[src/rtl/cpu_step_controller_if.sv]
// Control/status bundle between the step controller and the CPU datapath/front panel.
interface cpu_step_controller_if #(
    parameter int DIV_WIDTH = 24
);
    logic                 step_key;
    logic                 run_sw;
    logic [DIV_WIDTH-1:0] div_sel;
    logic                 bp_en;
    logic [7:0]           bp_addr;
    logic [7:0]           pc;
    logic                 cpu_en;
    logic [1:0]           state;
    logic                 halted;
    logic [15:0]          step_count;

    modport master (
        output step_key, run_sw, div_sel, bp_en, bp_addr, pc,
        input  cpu_en, state, halted, step_count
    );

    modport slave (
        input  step_key, run_sw, div_sel, bp_en, bp_addr, pc,
        output cpu_en, state, halted, step_count
    );
endinterface

[src/rtl/cpu_step_controller.sv]
// Single-step / free-run clock-enable generator for a small CPU, with debounced step key.
// Define STEPCTL_BREAKPOINT_EN to build the PC breakpoint, armed flag and HALT state.
module cpu_step_controller #(
    parameter int DEB_CYCLES = 16,
    parameter int DIV_WIDTH  = 24
) (
    input  logic                 clk,
    input  logic                 rst,
    cpu_step_controller_if.slave bus
);
    typedef enum logic [1:0] {
        IDLE = 2'b00,
        STEP = 2'b01,
        RUN  = 2'b10,
        HALT = 2'b11
    } state_t;

    localparam int               CNT_W    = (DEB_CYCLES > 1) ? $clog2(DEB_CYCLES) : 1;
    localparam logic [CNT_W-1:0] DEB_LAST = CNT_W'(DEB_CYCLES - 1);

    logic [1:0]           sync_reg;
    logic                 deb_level_reg;
    logic [CNT_W-1:0]     deb_cnt_reg;
    logic                 press_reg;

    state_t               state_reg, state_next;
    logic [DIV_WIDTH-1:0] prescaler_reg, prescaler_next;
    logic                 cpu_en_reg, cpu_en_next;
    logic [15:0]          step_count_reg;
    logic                 bp_hit;

    // Key front end: synchronizer, then a level that moves only after a full stable window.
    always_ff @(posedge clk or posedge rst) begin
        if (rst) begin
            sync_reg      <= 2'b11;
            deb_level_reg <= 1'b1;
            deb_cnt_reg   <= '0;
            press_reg     <= 1'b0;
        end else begin
            sync_reg  <= {sync_reg[0], bus.step_key};
            press_reg <= 1'b0;
            if (sync_reg[1] != deb_level_reg) begin
                if (deb_cnt_reg == DEB_LAST) begin
                    deb_level_reg <= sync_reg[1];
                    deb_cnt_reg   <= '0;
                    press_reg     <= ~sync_reg[1];
                end else begin
                    deb_cnt_reg <= deb_cnt_reg + 1'b1;
                end
            end else begin
                deb_cnt_reg <= '0;
            end
        end
    end

`ifdef STEPCTL_BREAKPOINT_EN
    logic       armed_reg;
    logic [7:0] exec_pc;

    // While an enable is already high the datapath advances pc on this edge,
    // so the pulse being decided would execute the following instruction.
    assign exec_pc = bus.pc + {7'd0, cpu_en_reg};
    assign bp_hit  = bus.bp_en & armed_reg & (exec_pc == bus.bp_addr);

    always_ff @(posedge clk or posedge rst) begin
        if (rst) begin
            armed_reg <= 1'b1;
        end else if ((state_reg == HALT) && (state_next != HALT)) begin
            armed_reg <= 1'b0;
        end else if (cpu_en_reg) begin
            armed_reg <= 1'b1;
        end
    end

    assign bus.halted = (state_reg == HALT);
`else
    logic unused_bp;
    assign unused_bp  = ^{bus.bp_en, bus.bp_addr, bus.pc};
    assign bp_hit     = 1'b0;
    assign bus.halted = 1'b0;
`endif

    always_comb begin
        state_next     = state_reg;
        prescaler_next = prescaler_reg;
        cpu_en_next    = 1'b0;
        case (state_reg)
            IDLE: begin
                // Run has priority; a press arriving in the same cycle is dropped.
                if (bus.run_sw) begin
                    state_next     = RUN;
                    prescaler_next = '0;
                end else if (press_reg) begin
                    state_next  = STEP;
                    cpu_en_next = 1'b1;
                end
            end
            STEP: begin
                state_next = IDLE;
            end
            RUN: begin
                if (!bus.run_sw) begin
                    state_next     = IDLE;
                    prescaler_next = '0;
                end else if (prescaler_reg >= bus.div_sel) begin
                    prescaler_next = '0;
                    if (bp_hit) begin
                        state_next = HALT;
                    end else begin
                        cpu_en_next = 1'b1;
                    end
                end else begin
                    prescaler_next = prescaler_reg + 1'b1;
                end
            end
            HALT: begin
                if (press_reg) begin
                    state_next = IDLE;
                end
            end
            default: begin
                state_next = IDLE;
            end
        endcase
    end

    always_ff @(posedge clk or posedge rst) begin
        if (rst) begin
            state_reg      <= IDLE;
            prescaler_reg  <= '0;
            cpu_en_reg     <= 1'b0;
            step_count_reg <= '0;
        end else begin
            state_reg     <= state_next;
            prescaler_reg <= prescaler_next;
            cpu_en_reg    <= cpu_en_next;
            if (cpu_en_next) begin
                step_count_reg <= step_count_reg + 16'd1;
            end
        end
    end

    assign bus.cpu_en     = cpu_en_reg;
    assign bus.state      = state_reg;
    assign bus.step_count = step_count_reg;
endmodule

[src/flat_wrapper.sv]
// flat-port wrapper written by rule: the top's interface ports become plain ports
module cpu_step_controller_flat 
#(
    parameter int DEB_CYCLES = 16,
    parameter int DIV_WIDTH  = 24
)
  (clk, rst, bus_step_key, bus_run_sw, bus_div_sel, bus_bp_en, bus_bp_addr, bus_pc, bus_cpu_en, bus_state, bus_halted, bus_step_count);
  cpu_step_controller_if #(.DIV_WIDTH(DIV_WIDTH)) bus_i ();
  input  logic clk;
  input  logic rst;
  input wire logic [$bits(bus_i.step_key)-1:0] bus_step_key;
  input wire logic [$bits(bus_i.run_sw)-1:0] bus_run_sw;
  input wire logic [$bits(bus_i.div_sel)-1:0] bus_div_sel;
  input wire logic [$bits(bus_i.bp_en)-1:0] bus_bp_en;
  input wire logic [$bits(bus_i.bp_addr)-1:0] bus_bp_addr;
  input wire logic [$bits(bus_i.pc)-1:0] bus_pc;
  output wire logic [$bits(bus_i.cpu_en)-1:0] bus_cpu_en;
  output wire logic [$bits(bus_i.state)-1:0] bus_state;
  output wire logic [$bits(bus_i.halted)-1:0] bus_halted;
  output wire logic [$bits(bus_i.step_count)-1:0] bus_step_count;
  assign bus_i.step_key = bus_step_key;
  assign bus_i.run_sw = bus_run_sw;
  assign bus_i.div_sel = bus_div_sel;
  assign bus_i.bp_en = bus_bp_en;
  assign bus_i.bp_addr = bus_bp_addr;
  assign bus_i.pc = bus_pc;
  assign bus_cpu_en = bus_i.cpu_en;
  assign bus_state = bus_i.state;
  assign bus_halted = bus_i.halted;
  assign bus_step_count = bus_i.step_count;
  cpu_step_controller #(.DEB_CYCLES(DEB_CYCLES), .DIV_WIDTH(DIV_WIDTH)) u_core (.clk(clk), .rst(rst), .bus(bus_i));
endmodule
[config.mk]
export PLATFORM = sky130hd
export DESIGN_NAME = cpu_step_controller_flat
export DESIGN_NICKNAME = d
export VERILOG_FILES = /design/src/rtl/cpu_step_controller_if.sv /design/src/rtl/cpu_step_controller.sv /design/src/flat_wrapper.sv
export SDC_FILE = /design/constraint.sdc
export NUM_CORES = 1
export LEC_CHECK = 0
export CORE_ASPECT_RATIO = 2
export CORE_MARGIN = 1.5
export CORE_UTILIZATION = 45
export DETAILED_ROUTE_END_ITERATION = 8
export PLACE_DENSITY = 0.72
export SYNTH_ARGS = -nofsm -noshare
export SYNTH_HDL_FRONTEND = slang
export SYNTH_SLANG_ARGS = --single-unit
export TNS_END_PERCENT = 20
[constraint.sdc]
create_clock -name clk -period 4.7 [get_ports clk]
set_input_delay 0.94 -clock clk [delete_from_list [all_inputs] [get_ports clk]]
set_output_delay 0.94 -clock clk [all_outputs]
set_load 0.01 [all_outputs]
After elaboration in Yosys (flattened, before gate mapping)

Cells that the tools add are included.

Register bits after elaboration: 51
Input port bits: 45
Logic and storage cells: 45

$add $sub $neg: 3
Order comparisons: 1
Eq/ne operators: 9
Mux-type cells: 18
Bitwise gates (word level): 1
Reduce and logical (&&, ||, !) cells: 5

Operators by type and width:

| cell                  | count |
|---|---|
| $mux 24               | 3 |
| $pmux 24 s2           | 1 |
| $add 24x1->24 const B | 1 |
| $ge 24x24->1          | 1 |
| $add 16x1->16 const B | 1 |
| $mux 2                | 4 |
| $mux 4                | 2 |
| $pmux 2 s4            | 1 |
| $mux 1                | 6 |
| $add 4x1->4 const B   | 1 |
| $eq 2x2->1 const B    | 2 |
| $eq 4x4->1 const B    | 1 |
| $ne 2x2->1 const B    | 2 |
| $reduce_and 2->1      | 2 |
| $ne 3x2->1 const B    | 1 |
| $reduce_and 3->1      | 1 |
| $eq 2x1->1 const B    | 1 |
| $logic_not 2->1       | 1 |
| $ne 2x1->1 const B    | 1 |
| $pmux 1 s2            | 1 |
| $reduce_bool 2->1     | 1 |
| $ne 1x1->1            | 1 |
| $not 1->1             | 1 |

Logic depth before layout (Yosys ltp)

Gate-level depths: netlist (run 1).

Depth after elaboration: 4
Gate-level depth with buffers: 11
Mapped depth without buffers: 9

Worst setup path before layout (run 1)

Ideal clock, no wire load.

Path type: input port to flip-flop
From: in bus_div_sel[2]
To: reg u_core.prescaler_reg[20]
Data arrival time: 2.695 ns
Required time: 4.617 ns
Path slack: 1.922 ns
Stages: 10
Path buffers: 1
Cell sequence: inv_1 > ha_1 > a211o_1 > a31oi_1 > o311a_1 > o21ai_2 > or2_4 > buf_6 > or3_1 > o21ai_0

Longest elaborated chain between the ends: 4

RTL lines:

| what                 | RTL line                   | source |
|---|---|---|
| start, declared      | flat_wrapper.sv:13         | `input wire logic [$bits(bus_i.div_sel)-1:0] bus_div_sel;` |
| $ge 24x24->1         | cpu_step_controller.sv:105 | `end else if (prescaler_reg >= bus.div_sel) begin` |
| $mux 24              | cpu_step_controller.sv:105 |  |
| $mux 24              | cpu_step_controller.sv:102 | `if (!bus.run_sw) begin` |
| $pmux 24 s2          | cpu_step_controller.sv:87  | `case (state_reg)` |
| end signal, assigned | cpu_step_controller.sv:135 | `prescaler_reg <= prescaler_next;` |
| end, declared        | cpu_step_controller.sv:27  | `logic [DIV_WIDTH-1:0] prescaler_reg, prescaler_next;` |

Every way passes these cells.
A chain may end at the register's enable or synchronous reset.

Worst setup path after layout (run 1)

From: in bus_div_sel[21]
To: reg u_core.step_count_reg[1] (netlist: u_core.bus.step_count[1])

Longest elaborated chain between the ends: 4

RTL lines:

| what                 | RTL line                   | source |
|---|---|---|
| $ge 24x24->1         | cpu_step_controller.sv:105 |  |
| $mux 1               | cpu_step_controller.sv:105 |  |
| $mux 1               | cpu_step_controller.sv:102 |  |
| $pmux 1 s2           | cpu_step_controller.sv:87  |  |
| end signal, assigned | cpu_step_controller.sv:138 | `step_count_reg <= step_count_reg + 16'd1;` |
| end, declared        | cpu_step_controller.sv:29  | `logic [15:0] step_count_reg;` |

Every way passes these cells.

==> results of run 1 <==
==> metrics by stage <==
stage | cells | cell area (µm²) | utilization (%)
3_5_place_dp | 460 | 3620 | 54.2
6_report | 468 | 3760 | 56.3
3_3_place_gp | 460 | 3620 | 54.2
5_1_grt | 468 | 3760 | 56.3
2_1_floorplan | 336 | 3110 | -
4_1_cts | 468 | 3760 | 56.3
==> synthesized netlist by cell type, types with 2 or more instances <==
cell / number / area (µm²)
sky130_fd_sc_hd__nor3_1: 8 / 40.0
sky130_fd_sc_hd__nor3b_1: 2 / 15.0
sky130_fd_sc_hd__a211o_1: 2 / 17.5
sky130_fd_sc_hd__and3_1: 11 / 68.8
sky130_fd_sc_hd__buf_4: 3 / 22.5
sky130_fd_sc_hd__o21ai_1: 15 / 75.1
sky130_fd_sc_hd__buf_6: 2 / 22.5
sky130_fd_sc_hd__o21ai_0: 8 / 40.0
sky130_fd_sc_hd__o31ai_1: 4 / 30.0
sky130_fd_sc_hd__or3_1: 6 / 37.5
sky130_fd_sc_hd__nand3_1: 14 / 70.1
sky130_fd_sc_hd__a22o_1: 11 / 96.3
sky130_fd_sc_hd__xnor2_1: 16 / 140
sky130_fd_sc_hd__nor2b_1: 3 / 18.8
sky130_fd_sc_hd__xor2_1: 2 / 17.5
sky130_fd_sc_hd__dfrtp_1: 48 / 1200
sky130_fd_sc_hd__nand4_1: 13 / 81.3
sky130_fd_sc_hd__and4_1: 3 / 26.3
sky130_fd_sc_hd__and2_1: 2 / 12.5
sky130_fd_sc_hd__ha_1: 27 / 338
sky130_fd_sc_hd__a21o_1: 6 / 45.0
sky130_fd_sc_hd__inv_1: 37 / 139
sky130_fd_sc_hd__nand2_1: 27 / 101
sky130_fd_sc_hd__nor2_1: 18 / 67.6
sky130_fd_sc_hd__dfstp_2: 3 / 78.8
sky130_fd_sc_hd__nor4_1: 2 / 12.5
sky130_fd_sc_hd__or4_1: 2 / 15.0
sky130_fd_sc_hd__a21oi_1: 16 / 80.1
sky130_fd_sc_hd__clkbuf_1: 4 / 15.0
==> cell type report <==
cell class	count	area (µm²)	share of cell area, %
flip-flops and latches	51	1280	34.1
well taps	88	110	2.93
repair buffers	47	468	12.5
clock buffers	6	129	3.43
inverters	37	139	3.70
multi-input cells	237	1620	43.1
clock inverters	2	12.5	0.333
==> routing by layer <==
layer | vias up | global-route usage (%)
met4 | 0 | 9.18
met1 | 1255 | 22.8
met3 | 10 | 4.06
met2 | 62 | 35.1
li1 | 1267 | -
met5 | - | 0
==> power by group <==
group / leakage (nW) / total (mW) / internal (mW) / switching, mW
sequential: 0.675 / 0.494 / 0.463 / 0.0311
combinational: 1.05 / 0.121 / 0.0590 / 0.0623
clock: 0.0669 / 0.355 / 0.197 / 0.159
==> path summary, 6_finish.rpt <==
check | start | to | slack [ns] | cells after the start
max | bus_div_sel[21] | u_core.bus.step_count[1] | 1.16 | 9
min | u_core.sync_reg[0] | u_core.sync_reg[1] | 0.36 | 0
max reg2reg | u_core.prescaler_reg[21] | u_core.bus.step_count[1] | 1.86 | 7
min reg2reg | u_core.sync_reg[0] | u_core.sync_reg[1] | 0.36 | 0
max in group asynchronous | rst | u_core.prescaler_reg[23] | 2.79 | 2
min in group asynchronous | rst | u_core.deb_cnt_reg[3] | 1.24 | 2
==> cells by family after synthesis <==
logic type,Yosys count,share of synthesized area [%]
AOI/OAI and AO/OA,69,14.2
xor gates and xnor gates,18,5.07
adders and majority gates,27,10.9
buffers and inverters,48,6.84
DFF,51,41.1
muxes,2,0.724
other,1,0.121
and+or+nand+nor,120,21.1
==> placed cells by master (no fill, tap or decap), drive strengths merged, types with 2 or more instances in the layout <==
cell type      Yosys  final
nand4             13     13
o21ai             24     24
nand2             28     28
xnor2             16     16
mux2               2      2
clkbuf             4      6
ha                27     27
nor3b              2      2
o31ai              4      4
nor4               3      3
nor2b              3      3
a21o               6      6
nor2              18     18
a211o              2      2
and2               2      2
or4                2      2
and3              11     11
inv               37     37
a21oi             16     16
dfrtp             48     48
and4               3      3
nor3               8      8
or3                6      6
or2                2      2
dfstp              3      3
xor2               2      2
clkdlybuf4s50      0     46
a22o              11     11
nand3             15     15
==> out/metrics.cfg, run 1 <==
[flow_run]
drv.max_cap_violation_count=0

[routing]
route.antenna.remaining_nets=0
dr_drc_count=0
routed_via_count=2594
wl_met2_um=3730
route.detailed.vias_per_inst=5.54
first_iter_violations=64
routed_wire_length_per_instance_um=14.7
wl_met3_um=299
dr.pass1.iters=4
drt_wl_total_um=6880
met1_length_um=2700
route.top_layer_used=met4

[placed_design]
portBuffers=46
detailedPlace.worstSlack_ns=0.850
gp_congestion=0.815
detailed_place_hpwl_um=5120

[setup_path]
cp_cell_sequence=clkdlybuf4s50_1 -> inv_1 -> ha_1 -> nand4_1 -> nor4_1 -> nand2_1 -> nand3_1 -> a211o_1 -> mux2_1
critPathCaptureType=register
critical_path.max_fanout=17
required_ns=4.88
largest_delay_share_family_worst_path=simple AND/OR/NAND/NOR gates
setup.worst_path.start_class=input pin
path_class=input pin to register
crit_buf_inv=2
slowest_delay_ns=0.54
cp_slowest_cell=sky130_fd_sc_hd__a211o_1
critPathArrivalTime_ns=3.72

[timing]
tns_ns=0
maxSlewHeadroom_pct=27.9
setup_viol=0
period_share_pct=75.4
finalMaxSlewViolations=0
clock_skew_ns=0.00445
rsz0062_at_grt=false
timing_worst_slew_pin_value_ns=1.08
timing.final.hold_violations=0
final.min_clock_period_ns=3.54
timing.hold.ws_ns=0.361
clock.fmax_mhz=282
setup_slack_ns=1.16

[clock_network]
tritoncts_num_sinks=51
cts.hold.buffers_added=0
cts.reportedPaths.clkPinSlew_ns=0.06
count_of_buffers_added_by_post_cts_timing_repair_for_setup=0
post_cts_resized=0
cts_root_buffer=sky130_fd_sc_hd__clkbuf_16
tritoncts=built
max-clock-path-buffers=2
clk-insertion-delay-late_ns=0.29
numCtsBuffers=5
htree_num_levels=2

[finish]
antennaDiodeCount=0
layout.nets=451
largest_register_ff_count=24
fraction_of_final_layout_cells_with_drive_strength_greater_than_1_pct=5.00
synthToLayoutAreaGrowth_pct=20.7
fillerInstances=634

[synth]
synth-seq-area-share_pct=41.1
syn-instance-count=336
dominantRegCellSynth=sky130_fd_sc_hd__dfrtp_1
yosys_warnings=0
synth-edff-count=0
async_reset_ff_share_pct=100
yosys.cell_types.count=50
register_bit_count_reported_by_yosys=51
postSynthNetCount=408
netlist_area_um2=3110
postSynthAreaPerCell_um2=9.26

[global_routing]
grt_pass1_vias=2600
grt_antenna_before_repair=0
wire_length_of_the_first_global_routing_pass_um=11500
grt_max_degree=52
grt_usage_pct=20.3
grt_overflow=0

[floorplanning]
floorplan.initialDensity_pct=46.6
top_level_ports=65
die_height_um=121
core-area_um2=6670
die_x_um=61.8
design.die.area_um2=7450
core.rowCount=42

[power]
irDropWorstVdd_mv=0.224
leakagePower_nw=1.79
ratio_of_total_power_to_cell_area_nw_per_um2=258
report.power.total_mw=0.971

[min_path]
worstHoldPathType=register to register

[outcome]
outcome=complete, no violations

(Power assumes the default switching activity.)
==> inputs of run 2 (changes only) <==
--- a/config.mk
+++ b/config.mk
@@ -9,7 +9,7 @@
 export CORE_MARGIN = 1.5
 export CORE_UTILIZATION = 45
 export DETAILED_ROUTE_END_ITERATION = 8
-export PLACE_DENSITY = 0.72
+export PLACE_DENSITY = 0.75
 export SYNTH_ARGS = -nofsm -noshare
 export SYNTH_HDL_FRONTEND = slang
 export SYNTH_SLANG_ARGS = --single-unit
==> constraint.sdc (replaced) <==
create_clock -name clk -period 2.85 [get_ports clk]
set_input_delay 0.57 -clock clk [delete_from_list [all_inputs] [get_ports clk]]
set_output_delay 0.57 -clock clk [all_outputs]
set_load 0.01 [all_outputs]
==> run 2 against run 1 <==
Against the previous run:
- global-route usage increased by 0.43 points
- clock power increased by 110%
- clock skew increased by 0.0019 ns
- cell count increased by 4.1%
- sequential share of layout area decreased by 2.8 points
- sequential power increased by 65%
- die area unchanged
- non-clock buffer count increased by 17
- count of clock-buffer cells in the layout unchanged
- critical path depth increased by 3
- largest cell class unchanged
- largest power group unchanged
==> out/metrics.cfg, run 2 (synthesis gave the netlist of run 1 again) <==
[floorplanning]
core-area_um2=6670  ; unchanged
top_level_ports=65  ; unchanged
die_height_um=121  ; unchanged
floorplan.initialDensity_pct=46.6  ; unchanged
design.die.area_um2=7450  ; unchanged
die_x_um=61.8  ; unchanged
core.rowCount=42  ; unchanged

[global_routing]
use_met1_pct=22.7  ; was 22.8%
grt_use_met3_pct=3.53  ; was 4.06%
grt_pass1_vias=2767  ; was 2600
grt_max_degree=52  ; unchanged
grt.met2_usage_pct=36.9  ; was 35.1%
grt_usage_pct=20.7  ; was 20.3%
grt.busiest_layer=met2  ; unchanged
wire_length_of_the_first_global_routing_pass_um=11800  ; was 11500 µm
grt_overflow=0  ; unchanged
grt_antenna_before_repair=0  ; unchanged

[clock_network]
cts.reportedPaths.clkPinSlew_ns=0.06  ; about the same
tritoncts_num_sinks=51  ; unchanged
max-clock-path-buffers=2  ; unchanged
numCtsBuffers=5  ; unchanged
tritoncts=built  ; unchanged
cts.hold.buffers_added=0  ; unchanged
clk-insertion-delay-late_ns=0.29  ; about the same
htree_num_levels=2  ; unchanged
cts_root_buffer=sky130_fd_sc_hd__clkbuf_16  ; unchanged

[power]
irDropWorstVdd_mv=0.324  ; was 0.224 mV
leakagePower_nw=1.95  ; was 1.79 nW
ratio_of_total_power_to_cell_area_nw_per_um2=446  ; was 258 nW/µm²
report.power.total_mw=1.83  ; was 0.971 mW

[timing]
maxSlewHeadroom_pct=62.2  ; was 27.9%
rsz0062_at_grt=true  ; was false
finalMaxSlewViolations=0  ; unchanged
setup_viol=0  ; unchanged
period_share_pct=97.7
clock.fmax_mhz=359
timing_worst_slew_pin_value_ns=0.565  ; was 1.08 ns
timing.final.hold_violations=0  ; unchanged
final.min_clock_period_ns=2.78
clock_skew_ns=0.00637  ; was 0.00445 ns
tns_ns=0  ; unchanged

[finish]
finalCoreUtilization_pct=61.4  ; was 56.3%
final_common_cell=sky130_fd_sc_hd__dfrtp_1  ; unchanged
fillerInstances=590  ; was 634
largest_register_ff_count=24  ; unchanged
register_area_um2=1280  ; unchanged
fin_cells=487  ; was 468
multi_input_area_um2=1730  ; was 1620 µm²
design_area_um2=4100  ; was 3760 µm²
fraction_of_final_layout_cells_with_drive_strength_greater_than_1_pct=12.5  ; was 5.00%
layout.nets=470  ; was 451
layout.cells.most_common_list=48 x sky130_fd_sc_hd__dfrtp_1, 45 x sky130_fd_sc_hd__clkdlybuf4s50_1, 36 x sky130_fd_sc_hd__inv_1  ; was 48 x sky130_fd_sc_hd__dfrtp_1, 46 x sky130_fd_sc_hd__clkdlybuf4s50_1, 36 x sky130_fd_sc_hd__inv_1
antennaDiodeCount=0  ; unchanged
synthToLayoutAreaGrowth_pct=31.6  ; was 20.7%

[setup_path]
crit_buf_inv=5  ; was 2
required_ns=3.03  ; was 4.88 ns
critical_path.max_fanout=17  ; unchanged
critPathArrivalTime_ns=2.96  ; was 3.72 ns
cp_cell_sequence=clkdlybuf4s50_1 -> inv_1 -> ha_1 -> nand4_1 -> buf_4 -> nor3_1 -> a211oi_2 -> nand3_2 -> buf_6 -> a211o_1 -> buf_12 -> mux2_4  ; was clkdlybuf4s50_1 -> inv_1 -> ha_1 -> nand4_1 -> nor4_1 -> nand2_1 -> nand3_1 -> a211o_1 -> mux2_1
slowest_delay_ns=0.46  ; was 0.54 ns
setup.worst_path.start_class=input pin  ; unchanged
largest_delay_share_family_worst_path=buffers and inverters  ; was simple AND/OR/NAND/NOR gates
cp_slowest_cell=sky130_fd_sc_hd__clkdlybuf4s50_1  ; was sky130_fd_sc_hd__a211o_1
path_class=input pin to register  ; unchanged
critPathCaptureType=register  ; unchanged

[routing]
dr_drc_count=0  ; unchanged
dr.pass1.iters=4  ; unchanged
first_iter_violations=104  ; was 64
drt_wl_total_um=7190  ; was 6880 µm
routed_via_count=2693  ; was 2594
route.antenna.remaining_nets=0  ; unchanged
route.detailed.vias_per_inst=5.53  ; was 5.54
routed_wire_length_per_instance_um=14.8  ; was 14.7 µm

[min_path]
worstHoldPathType=register to register  ; unchanged

[placed_design]
numPlacedInstances=472  ; was 460
area_of_placed_instances_um2=3740  ; was 3620 µm²
portBuffers=46  ; unchanged
gp_congestion=0.863  ; was 0.815
detailed_place_hpwl_um=5140  ; was 5120 µm

[flow_run]
drv.max_cap_violation_count=0  ; unchanged

[outcome]
outcome=complete, no violations  ; unchanged

[run 2: where the power goes]
| group | internal [mW] | total (mW) | switching, mW |
|---|---|---|---|
| sequential | 0.764 | 0.814 | 0.0502 |
| clock | 0.503 | 0.762 | 0.258 |
| combinational | 0.130 | 0.253 | 0.123 |
| total | 1.40 | 1.83 | 0.431 |
[run 2: worst register-to-register path: stages, from the launching register on]
cell	delay (ns)
sky130_fd_sc_hd__dfrtp_1	0.42
sky130_fd_sc_hd__inv_1	0.06
sky130_fd_sc_hd__ha_1	0.26
sky130_fd_sc_hd__nand2b_1	0.11
sky130_fd_sc_hd__a31oi_2	0.10
sky130_fd_sc_hd__o311a_1	0.40
sky130_fd_sc_hd__buf_4	0.15
sky130_fd_sc_hd__nor4_2	0.21
sky130_fd_sc_hd__a211o_1	0.17
sky130_fd_sc_hd__buf_12	0.15
sky130_fd_sc_hd__mux2_4	0.31
[run 2: layer usage]
layer,wire length [µm],up-vias
met1,2700,1286
met5,0,-
met2,3970,79
met4,227,0
li1,-,1307
met3,284,21
[run 2: area by class of cell]
cell class	count	share of cell area, %
Timing Repair Buffer	64	15.9
Inverter	37	3.39
Clock buffer	6	3.15
Sequential cell	51	31.3
Multi-Input combinational cell	239	42.2
Clock inverter	2	1.47
Tap cell	88	2.69
[run 2: worst paths after layout]
kind                                    startpoint  cells after the start                  endpoint  slack (ns)
setup reg to reg           u_core.prescaler_reg[0]                     10  u_core.bus.step_count[1]        0.39
hold / removal                  u_core.sync_reg[0]                      0        u_core.sync_reg[1]        0.36
setup / recovery                   bus_div_sel[21]                     12  u_core.bus.step_count[1]        0.07
hold reg to reg                 u_core.sync_reg[0]                      0        u_core.sync_reg[1]        0.36
min in group asynchronous                      rst                      3  u_core.bus.step_count[1]        0.64
max in group asynchronous                      rst                      3      u_core.deb_level_reg        1.94
[run 2: per-stage QoR]
step,hold slack [ns],setup slack [ns]
finish,0.363,0.0651
global route,0.365,-0.0414
CTS,0.365,0.00542
detailed placement,0.355,-0.434
global placement,0.347,-0.383
floorplan,0.345,0.442
[run 2: what timing repair did]
action,in CTS,in global routing
cloned,1,1
endpoints found under the setup margin,30,35
endpoints found under the hold margin,0,0
resized for setup,5,18
pin swaps,11,12
setup buffers,1,4
